$ cat src/rtl/uart_pkg.sv
// Shared UART definitions: transmitter state encoding, parity-mode constants and a
// helper that returns the length of one frame in clock cycles.
package uart_pkg;

    typedef enum logic [2:0] {
        IDLE  = 3'd0,
        START = 3'd1,
        DATA  = 3'd2,
        PAR   = 3'd3,
        STOP  = 3'd4
    } tx_state_t;

    localparam int unsigned PAR_NONE = 0;
    localparam int unsigned PAR_EVEN = 1;
    localparam int unsigned PAR_ODD  = 2;

    // Clocks from the first start-bit cycle to the last stop-bit cycle, inclusive.
    function automatic int unsigned frame_clks(input int unsigned n_bits,
                                               input int unsigned clks_per_bit,
                                               input int unsigned parity,
                                               input int unsigned stop_bits);
        return clks_per_bit * (1 + n_bits + ((parity != PAR_NONE) ? 1 : 0) + stop_bits);
    endfunction

endpackage

$ cat src/rtl/uart_baud_tick.sv
// Reloadable bit-time down-counter shared by UART transmit and receive paths.
// Ports:
//   clk_i      clock
//   rst_ni     asynchronous active-low reset (counter cleared to 0)
//   load_i     reload the counter with ClksPerBit-1 on the next edge
//   bit_end_o  counter is 0: this is the last cycle of the current bit
//   pre_end_o  counter is 1: the next cycle is the last cycle of the current bit
module uart_baud_tick #(
    parameter int unsigned ClksPerBit = 16
) (
    input  logic clk_i,
    input  logic rst_ni,
    input  logic load_i,
    output logic bit_end_o,
    output logic pre_end_o
);

    localparam int unsigned CntW = (ClksPerBit > 1) ? $clog2(ClksPerBit) : 1;
    localparam logic [CntW-1:0] Reload = CntW'(ClksPerBit - 1);

    if (ClksPerBit < 2) begin : gen_clks_chk
        $fatal(1, "uart_baud_tick: ClksPerBit must be at least 2");
    end

    logic [CntW-1:0] cnt_q, cnt_d;

    always_comb begin
        cnt_d = cnt_q;
        if (load_i) begin
            cnt_d = Reload;
        end else if (cnt_q != '0) begin
            // Holds at zero while nothing reloads it (transmitter idle).
            cnt_d = cnt_q - 1'b1;
        end
    end

    always_ff @(posedge clk_i or negedge rst_ni) begin
        if (!rst_ni) begin
            cnt_q <= '0;
        end else begin
            cnt_q <= cnt_d;
        end
    end

    assign bit_end_o = (cnt_q == '0);
    assign pre_end_o = (cnt_q == CntW'(1));

endmodule

$ cat src/rtl/uart_tx_fifo_drain.sv
// UART transmitter fed directly by a zero-latency FIFO. Pops a word whenever the FIFO
// has data and the line is free, then sends start, data LSB-first, optional parity and
// stop bit(s). A new word popped on the last stop cycle starts without an idle gap.
// Ports:
//   clk             clock
//   reset_n         asynchronous active-low reset
//   tx_enable       permits new pops; a frame in progress always completes
//   fifo_not_empty  upstream FIFO has a word
//   data_in         upstream FIFO head word
//   shift_out       pop strobe; data_in is captured in the same cycle
//   txd             serial line, idles high
//   busy            frame in progress (cycle after pop through last stop cycle)
//   tx_done         one-cycle pulse on the last stop-bit cycle
module uart_tx_fifo_drain
    import uart_pkg::*;
#(
    parameter int unsigned bits         = 8,
    parameter int unsigned CLKS_PER_BIT = 16,
    parameter int unsigned PARITY       = 0,
    parameter int unsigned STOP_BITS    = 1
) (
    input  logic            clk,
    input  logic            reset_n,
    input  logic            tx_enable,
    input  logic            fifo_not_empty,
    input  logic [bits-1:0] data_in,
    output logic            shift_out,
    output logic            txd,
    output logic            busy,
    output logic            tx_done
);

    if (bits < 5 || bits > 9) begin : gen_bits_chk
        $fatal(1, "uart_tx_fifo_drain: bits must be 5..9");
    end
    if (CLKS_PER_BIT < 2) begin : gen_clks_chk
        $fatal(1, "uart_tx_fifo_drain: CLKS_PER_BIT must be at least 2");
    end
    if (PARITY > PAR_ODD) begin : gen_parity_chk
        $fatal(1, "uart_tx_fifo_drain: PARITY must be 0, 1 or 2");
    end
    if (STOP_BITS < 1 || STOP_BITS > 2) begin : gen_stop_chk
        $fatal(1, "uart_tx_fifo_drain: STOP_BITS must be 1 or 2");
    end

    localparam int unsigned IdxW = $clog2(bits);
    localparam logic [IdxW-1:0] LastIdx = IdxW'(bits - 1);

    tx_state_t       state_q, state_d;
    logic [bits-1:0] sreg_q, sreg_d;
    logic [IdxW-1:0] idx_q, idx_d;
    logic            par_q, par_d;
    logic            stop_idx_q, stop_idx_d;
    logic            txd_q, txd_d;
    logic            busy_q, busy_d;
    logic            done_q, done_d;
    logic            load;
    logic            bit_end;
    logic            pre_end;
    logic            stop_last;
    logic            final_stop;

    uart_baud_tick #(
        .ClksPerBit (CLKS_PER_BIT)
    ) u_baud (
        .clk_i      (clk),
        .rst_ni     (reset_n),
        .load_i     (load),
        .bit_end_o  (bit_end),
        .pre_end_o  (pre_end)
    );

    assign stop_last  = (STOP_BITS == 1) || stop_idx_q;
    assign final_stop = (state_q == STOP) && bit_end && stop_last;

    // Gated by reset_n so no pop can be issued while the block is held in reset.
    assign shift_out = reset_n && tx_enable && fifo_not_empty &&
                       ((state_q == IDLE) || final_stop);

    always_comb begin
        state_d    = state_q;
        sreg_d     = sreg_q;
        idx_d      = idx_q;
        par_d      = par_q;
        stop_idx_d = stop_idx_q;
        load       = 1'b0;
        unique case (state_q)
            IDLE: begin
                if (shift_out) begin
                    state_d = START;
                    load    = 1'b1;
                end
            end
            START: begin
                if (bit_end) begin
                    state_d = DATA;
                    idx_d   = '0;
                    load    = 1'b1;
                end
            end
            DATA: begin
                if (bit_end) begin
                    sreg_d = sreg_q >> 1;
                    load   = 1'b1;
                    if (idx_q == LastIdx) begin
                        state_d    = (PARITY != PAR_NONE) ? PAR : STOP;
                        stop_idx_d = 1'b0;
                    end else begin
                        idx_d = idx_q + 1'b1;
                    end
                end
            end
            PAR: begin
                if (bit_end) begin
                    state_d    = STOP;
                    stop_idx_d = 1'b0;
                    load       = 1'b1;
                end
            end
            STOP: begin
                if (bit_end) begin
                    if (stop_last) begin
                        state_d = IDLE;
                        if (shift_out) begin
                            state_d = START;
                            load    = 1'b1;
                        end
                    end else begin
                        stop_idx_d = 1'b1;
                        load       = 1'b1;
                    end
                end
            end
            default: state_d = IDLE;
        endcase
        if (shift_out) begin
            sreg_d = data_in;
            par_d  = (^data_in) ^ (PARITY == PAR_ODD);
        end
    end

    // Line level and status are computed from next state so the outputs can be registered.
    always_comb begin
        txd_d = 1'b1;
        unique case (state_d)
            IDLE:    txd_d = 1'b1;
            START:   txd_d = 1'b0;
            DATA:    txd_d = sreg_d[0];
            PAR:     txd_d = par_d;
            STOP:    txd_d = 1'b1;
            default: txd_d = 1'b1;
        endcase
        busy_d = (state_d != IDLE);
        // Counter at 1 means the following cycle is the final cycle of this stop bit.
        done_d = (state_q == STOP) && stop_last && pre_end;
    end

    always_ff @(posedge clk or negedge reset_n) begin
        if (!reset_n) begin
            state_q    <= IDLE;
            sreg_q     <= '0;
            idx_q      <= '0;
            par_q      <= 1'b0;
            stop_idx_q <= 1'b0;
            txd_q      <= 1'b1;
            busy_q     <= 1'b0;
            done_q     <= 1'b0;
        end else begin
            state_q    <= state_d;
            sreg_q     <= sreg_d;
            idx_q      <= idx_d;
            par_q      <= par_d;
            stop_idx_q <= stop_idx_d;
            txd_q      <= txd_d;
            busy_q     <= busy_d;
            done_q     <= done_d;
        end
    end

    assign txd     = txd_q;
    assign busy    = busy_q;
    assign tx_done = done_q;

endmodule

$ cat config.mk
export PLATFORM = sky130hd
export DESIGN_NAME = uart_tx_fifo_drain
export DESIGN_NICKNAME = d
export VERILOG_FILES = /design/src/rtl/uart_pkg.sv /design/src/rtl/uart_baud_tick.sv /design/src/rtl/uart_tx_fifo_drain.sv
export SDC_FILE = /design/constraint.sdc
export NUM_CORES = 1
export LEC_CHECK = 0
export ABC_AREA = 1
export ABC_CLOCK_PERIOD_IN_PS = 3400
export CAP_MARGIN = 10
export CORE_MARGIN = 5
export CORE_UTILIZATION = 30
export CTS_CLUSTER_SIZE = 10
export DETAILED_ROUTE_END_ITERATION = 10
export MAX_ROUTING_LAYER = met4
export SETUP_SLACK_MARGIN = 0.15
export SLEW_MARGIN = 25
export SYNTH_ARGS = -nofsm -noshare
export SYNTH_HDL_FRONTEND = slang
export SYNTH_SLANG_ARGS = --single-unit
$ cat constraint.sdc
create_clock -name clk -period 3.4 [get_ports clk]
set_input_delay 0.68 -clock clk [delete_from_list [all_inputs] [get_ports clk]]
set_output_delay 0.68 -clock clk [all_outputs]
set_load 0.01 [all_outputs]
==> flow_metrics.env, run 1 <==
export IMPL_post_cts_buffers=0
export IMPL_cts_sinks=22
export IMPL_synth_simple_gate_area_share_pct=30.9
export IMPL_cpPeakStageDelay_ns=0.57
export IMPL_synth_top_area_share_pct=40.3
export IMPL_slew_viol_final=0
export IMPL_critPathRequiredTime_ns=2.72
export IMPL_fin_skew_ns=0.00267
export IMPL_dp_cells=238
export IMPL_rows=24
export IMPL_htreeDepth=1
export IMPL_syn_to_final_growth_pct=20.4
export IMPL_fp_dieW_um=76.0
export IMPL_grt_max_degree=23
export IMPL_hold_path_class="reg2reg"
export IMPL_grt_pass1_vias=1018
export IMPL_end_kind="output port"
export IMPL_routed_wl_um=2430
export IMPL_clock_latency_ns=0.26
export IMPL_ir_drop_mv=0.130
export IMPL_viasPerCell=4.37
export IMPL_finalCriticalPeriod_ns=2.93
export IMPL_tightest_slew_ns=0.279
export IMPL_synth_compound_area_share_pct=11.0
export IMPL_yosysTopAreaCell="dfrtp_1"
export IMPL_critPathCapture="shift_out"
export IMPL_synth_yosys_seq_area_share_pct=42.3
export IMPL_grt_total_usage_pct=9.01
export IMPL_hold_viol=0
export IMPL_synth_area_leaders="dfrtp_1, nand2_1, inv_1"
export IMPL_dp_hpwl_um=1920
export IMPL_cp_slowest_cell="clkdlybuf4s50_1"
export IMPL_io_pins=16
export IMPL_post_cts_resized=0
export IMPL_dieArea_sq_um=5770
export IMPL_start_util_pct=30.4
export IMPL_cts_buffer_depth=2
export IMPL_drtIter0Drc=31
export IMPL_critPathLaunch="reset_n"
export IMPL_holdBufCountCts=0
export IMPL_cts_buffers=3
export IMPL_arrival_ns=2.25
export IMPL_synth_fa_ha_area_share_pct=3.84
export IMPL_synth_cell_types=26
export IMPL_timing_final_crit_share_pct=86.3
export IMPL_synth_top_family_by_area="simple AND/OR/NAND/NOR gates"
export IMPL_drc=0
export IMPL_outcome="finished clean"
export IMPL_tns_ns=0
export IMPL_syn_nets=187
export IMPL_ys_ff_latch=22
export IMPL_criticalPathCategory="in2out"
export IMPL_synth_area_per_cell_sq_um=7.63
export IMPL_crit_reg2reg_launch="u_baud.cnt_q[0]"
export IMPL_syn_inst=171
export IMPL_crit_top_cell="clkdlybuf4s50_1"
export IMPL_max_freq_mhz=341
export IMPL_final_nets=207
export IMPL_gp_congestion=0.765
export IMPL_die_y_um=76.0
export IMPL_start_kind="input pin"
export IMPL_max_cap_violations=0
export IMPL_grt_remaining_overflow=0
export IMPL_slew_headroom_pct=81.4
export IMPL_synth_area_mux_share_pct=0
export IMPL_holdWs_ns=0.490
export IMPL_path_cells="clkdlybuf4s50_1, nand3_1, nor2_4, nand2_4, inv_2, clkdlybuf4s50_1"
export IMPL_fin_cells=242
export IMPL_wire_per_inst_um=10.0
export IMPL_ff2ff_path_depth=8
export IMPL_antenna_found_initial=0
export IMPL_ys_warnings_count=0
export IMPL_rsz0062_at_grt="false"
export IMPL_power_density_nw_per_um2=315
export IMPL_vias=1057
export IMPL_synth_area_sq_um=1310
export IMPL_firstDrtPassIters=4
export IMPL_coreArea_sq_um=4290
export IMPL_cellLeakagePower_nw=0.782
export IMPL_fin_util_pct=36.6
export IMPL_cts_tree="yes"
export IMPL_cp_max_fo=11
export IMPL_drtAntennaViolNets=0
export IMPL_grt_first_pass_wirelength_um=4370
export IMPL_setup_viol=0
export IMPL_drive_gt1_share_pct=10.0
export IMPL_regToRegEndpoint="par_q"
export IMPL_synthXorXnorAreaFrac_pct=2.01
export IMPL_cts_root_buf="clkbuf_8"
export IMPL_worst_r2r_setup_slack_ns=1.74
export IMPL_diodes=0
export IMPL_path_clk_slew_ns=0.08
export IMPL_total_power_w=0.000495
export IMPL_port_buffers=15
==> cells in the final DEF, fill, tap and decap left out <==
cell type        instances
a21oi_1                  1
a22oi_1                  1
a31oi_1                  1
a31oi_4                  1
and2_1                   2
buf_4                    1
clkbuf_8                 4
clkdlybuf4s50_1         15
dfrtp_1                 21
dfstp_2                  1
ha_1                     4
inv_1                   27
inv_2                    3
inv_4                    1
nand2_1                 57
nand2_2                  2
nand2_4                  2
nand3_1                 10
nor2_1                  12
nor2_2                   2
nor2_4                   2
nor3_1                   1
o211ai_1                 2
o21ai_1                  6
o221ai_1                 6
o22ai_1                  1
or2_0                    1
xnor2_1                  3
==> cells in the mapped netlist, drive strengths merged <==
master	number
nand2	61
inv	31
dfrtp	21
nor2	16
nand3	10
o21ai	6
o221ai	6
ha	4
xnor2	3
a31oi	2
and2	2
o211ai	2
a21oi	1
a22oi	1
buf	1
dfstp	1
nor3	1
o22ai	1
or2	1
==> worst min path at each step <==
stage	startpoint	to	slack, ns	cells past startpoint
floorplan	reset_n	busy	0.38	0
global placement	idx_q[1]	idx_q[1]	0.47	2
detailed placement	idx_q[2]	idx_q[2]	0.48	2
CTS	idx_q[0]	idx_q[0]	0.49	1
global route	idx_q[0]	idx_q[0]	0.51	1
finish	idx_q[0]	idx_q[0]	0.49	1
==> cells by family (layout without fill, tap and decap cells) <==
family | Yosys count | in the layout
fa+ha+maj | 4 | 4
xor+xnor | 3 | 3
buf+inv | 32 | 51
simple gates | 91 | 91
compound gates | 19 | 19
flops | 22 | 22
==> final cells by class <==
| type | count | area [sq um] |
|---|---|---|
| clock buffer | 4 | 55.1 |
| fill | 444 | 2720 |
| inverter | 31 | 119 |
| multi-input combinational | 117 | 623 |
| sequential | 22 | 552 |
| tap | 52 | 65.1 |
| timing repair buffer | 16 | 158 |
==> metrics by stage <==
| step | setup slack, ns | cell area (sq um) |
|---|---|---|
| after global placement | 0.463 | 1520 |
| after global routing | 0.384 | 1570 |
| after detailed placement | 0.453 | 1520 |
| after CTS | 0.440 | 1570 |
| final | 0.467 | 1570 |
| after floorplan | 1.58 | 1310 |
==> state kept, by name (all words and copies together) (netlist names) <==
name,count
tx_done,1
idx_q,3
par_q,1
txd,1
busy,1
state_q,3
u_baud.cnt_q,4
sreg_q,8
==> layer usage <==
layer  vias up  GRT usage, %  wire length, um
li1        575             -                -
met1       465          12.4             1250
met2        14          13.2             1070
met3         3          2.01               88
met4         0          2.67               20
met5         -             -                0
==> power breakdown <==
group | total (W) | internal (W) | switching (W)
combinational | 0.0000457 | 0.0000208 | 0.0000249
clock | 0.000188 | 0.000103 | 0.0000844
sequential | 0.000261 | 0.000261 | 0
==> worst max-delay path, delay by kind of cell <==
family	cells	cell delay, ns
buffers and inverters	3	1.23
AND/OR/NAND/NOR	3	0.33
(Power assumes the default switching activity.)
==> run 2: changes to the inputs <==
- ABC_CLOCK_PERIOD_IN_PS: 3400 -> 2700
- CELL_PAD_IN_SITES_DETAIL_PLACEMENT: not set -> 0
- CELL_PAD_IN_SITES_GLOBAL_PLACEMENT: not set -> 1
- CTS_BUF_LIST: not set -> sky130_fd_sc_hd__clkbuf_4 sky130_fd_sc_hd__clkbuf_8
- PLACE_DENSITY_LB_ADDON: not set -> 0.1
- clock period: 3.4 -> 2.7 ns (I/O delays scaled with it)
==> flow_metrics.env, run 2 (synthesized netlist as in run 1, its figures left out) <==
export IMPL_cts_tree="yes"
export IMPL_dieArea_sq_um=5770
export IMPL_power_density_nw_per_um2=437
export IMPL_cts_sinks=22
export IMPL_arrival_ns=1.94
export IMPL_tightest_slew_ns=0.298
export IMPL_cp_slowest_cell="clkdlybuf4s50_1"
export IMPL_crit_top_cell="clkdlybuf4s50_1"
export IMPL_holdBufCountCts=0
export IMPL_hold_viol=0
export IMPL_cellLeakagePower_nw=0.810
export IMPL_cts_buffers=3
export IMPL_cts_root_buf="clkbuf_8"
export IMPL_critPathRequiredTime_ns=2.16
export IMPL_timing_final_crit_share_pct=91.9
export IMPL_finalCriticalPeriod_ns=2.48
export IMPL_drtIter0Drc=36
export IMPL_tns_ns=0
export IMPL_start_kind="input pin"
export IMPL_grt_total_usage_pct=10.2
export IMPL_viasPerCell=4.48
export IMPL_grt_first_pass_wirelength_um=4770
export IMPL_stdcell_area_sq_um=1600
export IMPL_ir_drop_mv=0.161
export IMPL_seq_area_sq_um=552
export IMPL_multiInputGateArea_sq_um=628
export IMPL_wire_per_inst_um=11.2
export IMPL_fin_cells=243
export IMPL_routed_wl_um=2730
export IMPL_cts_buffer_depth=2
export IMPL_die_y_um=76.0
export IMPL_rsz0062_at_grt="false"
export IMPL_clock_latency_ns=0.27
export IMPL_fin_skew_ns=0.00860
export IMPL_criticalPathCategory="in2out"
export IMPL_slew_viol_final=0
export IMPL_largest_reg_flops=8
export IMPL_end_kind="output port"
export IMPL_path_cells="clkdlybuf4s50_1, nand3_1, nor2_4, nand2_4, inv_2, clkdlybuf4s50_1"
export IMPL_slew_headroom_pct=80.2
export IMPL_diodes=0
export IMPL_cpPeakStageDelay_ns=0.53
export IMPL_grt_max_degree=23
export IMPL_start_util_pct=30.4
export IMPL_hold_path_class="reg2reg"
export IMPL_final_nets=208
export IMPL_layout_commonest_cell="nand2_1"
export IMPL_cp_max_fo=5
export IMPL_max_cap_violations=0
export IMPL_fill_cells=451
export IMPL_drtAntennaViolNets=0
export IMPL_gp_congestion=0.738
export IMPL_rows=24
export IMPL_htreeDepth=1
export IMPL_vias=1088
export IMPL_setup_viol=0
export IMPL_max_freq_mhz=403
export IMPL_drive_gt1_share_pct=10.5
export IMPL_drc=0
export IMPL_reg_largest_list="sreg_q x8, u_baud.cnt_q x4"
export IMPL_dp_hpwl_um=2170
export IMPL_regMostFlops="sreg_q"
export IMPL_port_buffers=15
export IMPL_fp_dieW_um=76.0
export IMPL_placed_area_sq_um=1520
export IMPL_grt_pass1_vias=1129
export IMPL_grt_remaining_overflow=0
export IMPL_dp_cells=239
export IMPL_coreArea_sq_um=4290
export IMPL_firstDrtPassIters=5
export IMPL_syn_to_final_growth_pct=22.6
export IMPL_path_clk_slew_ns=0.09
export IMPL_mostFrequentLayoutCells="nand2_1, inv_1, dfrtp_1"
export IMPL_outcome="finished clean"
export IMPL_antenna_found_initial=0
export IMPL_io_pins=16
## run 2: cell types whose count changed in the layout (fill, tap and decap cells not counted)
cell	previous run	this run
bufinv_16	0	1
buf_4	1	2
clkbuf_8	4	3
nand2_4	2	3
nand2_2	2	1
## run 2: per-stage QoR
stage	hold slack, ns	total power [W]	setup WS [ns]	utilization [%]
after CTS	0.490	0.000710	0.190	37.2
after global routing	0.517	0.000727	0.151	37.3
after global placement	0.471	0.000394	0.203	35.5
after floorplan	0.244	0.000361	1.04	-
final	0.487	0.000700	0.219	37.3
after detailed placement	0.477	0.000396	0.201	35.5
## run 2: path summary, 6_finish.rpt
kind,end,cells past startpoint,slack [ns],startpoint
max,shift_out,6,0.22,reset_n
min,idx_q[0],1,0.49,idx_q[0]
max reg2reg,par_q,9,0.96,u_baud.cnt_q[0]
min reg2reg,idx_q[0],1,0.49,idx_q[0]
max in group asynchronous,txd,2,1.75,reset_n
min in group asynchronous,tx_done,2,0.66,reset_n
## run 2: critical path: cells and delay by family
family | cells | cell delay, ns
buffers and inverters | 3 | 1.07
and+or+nand+nor | 3 | 0.32
## run 2: repair_timing
action	4_1_cts	5_1_grt
setup endpoints to repair	0	1
resized for setup	0	1
buffers inserted	0	0
## run 2: power breakdown
part	switching, W	internal, W	total [W]
Sequential	0	0.000329	0.000329
Clock	0.000114	0.000198	0.000312
Combinational	0.0000322	0.0000262	0.0000584
Total	0.000146	0.000554	0.000700
## run 2: layer usage
| metal | GRT usage [%] | wire, um | up-vias |
|---|---|---|---|
| met4 | 4.98 | 34 | 0 |
| met1 | 11.8 | 1220 | 498 |
| met3 | 1.78 | 68 | 2 |
| met5 | - | 0 | - |
| li1 | - | - | 576 |
| met2 | 17.0 | 1400 | 12 |
## run 2: cell type report
type,count,area share [%]
timing repair buffer,17,10.3
clock inverter,1,1.88
tap,52,4.07
sequential,22,34.5
clock buffer,3,2.58
inverter,31,7.43
multi-input combinational,117,39.2
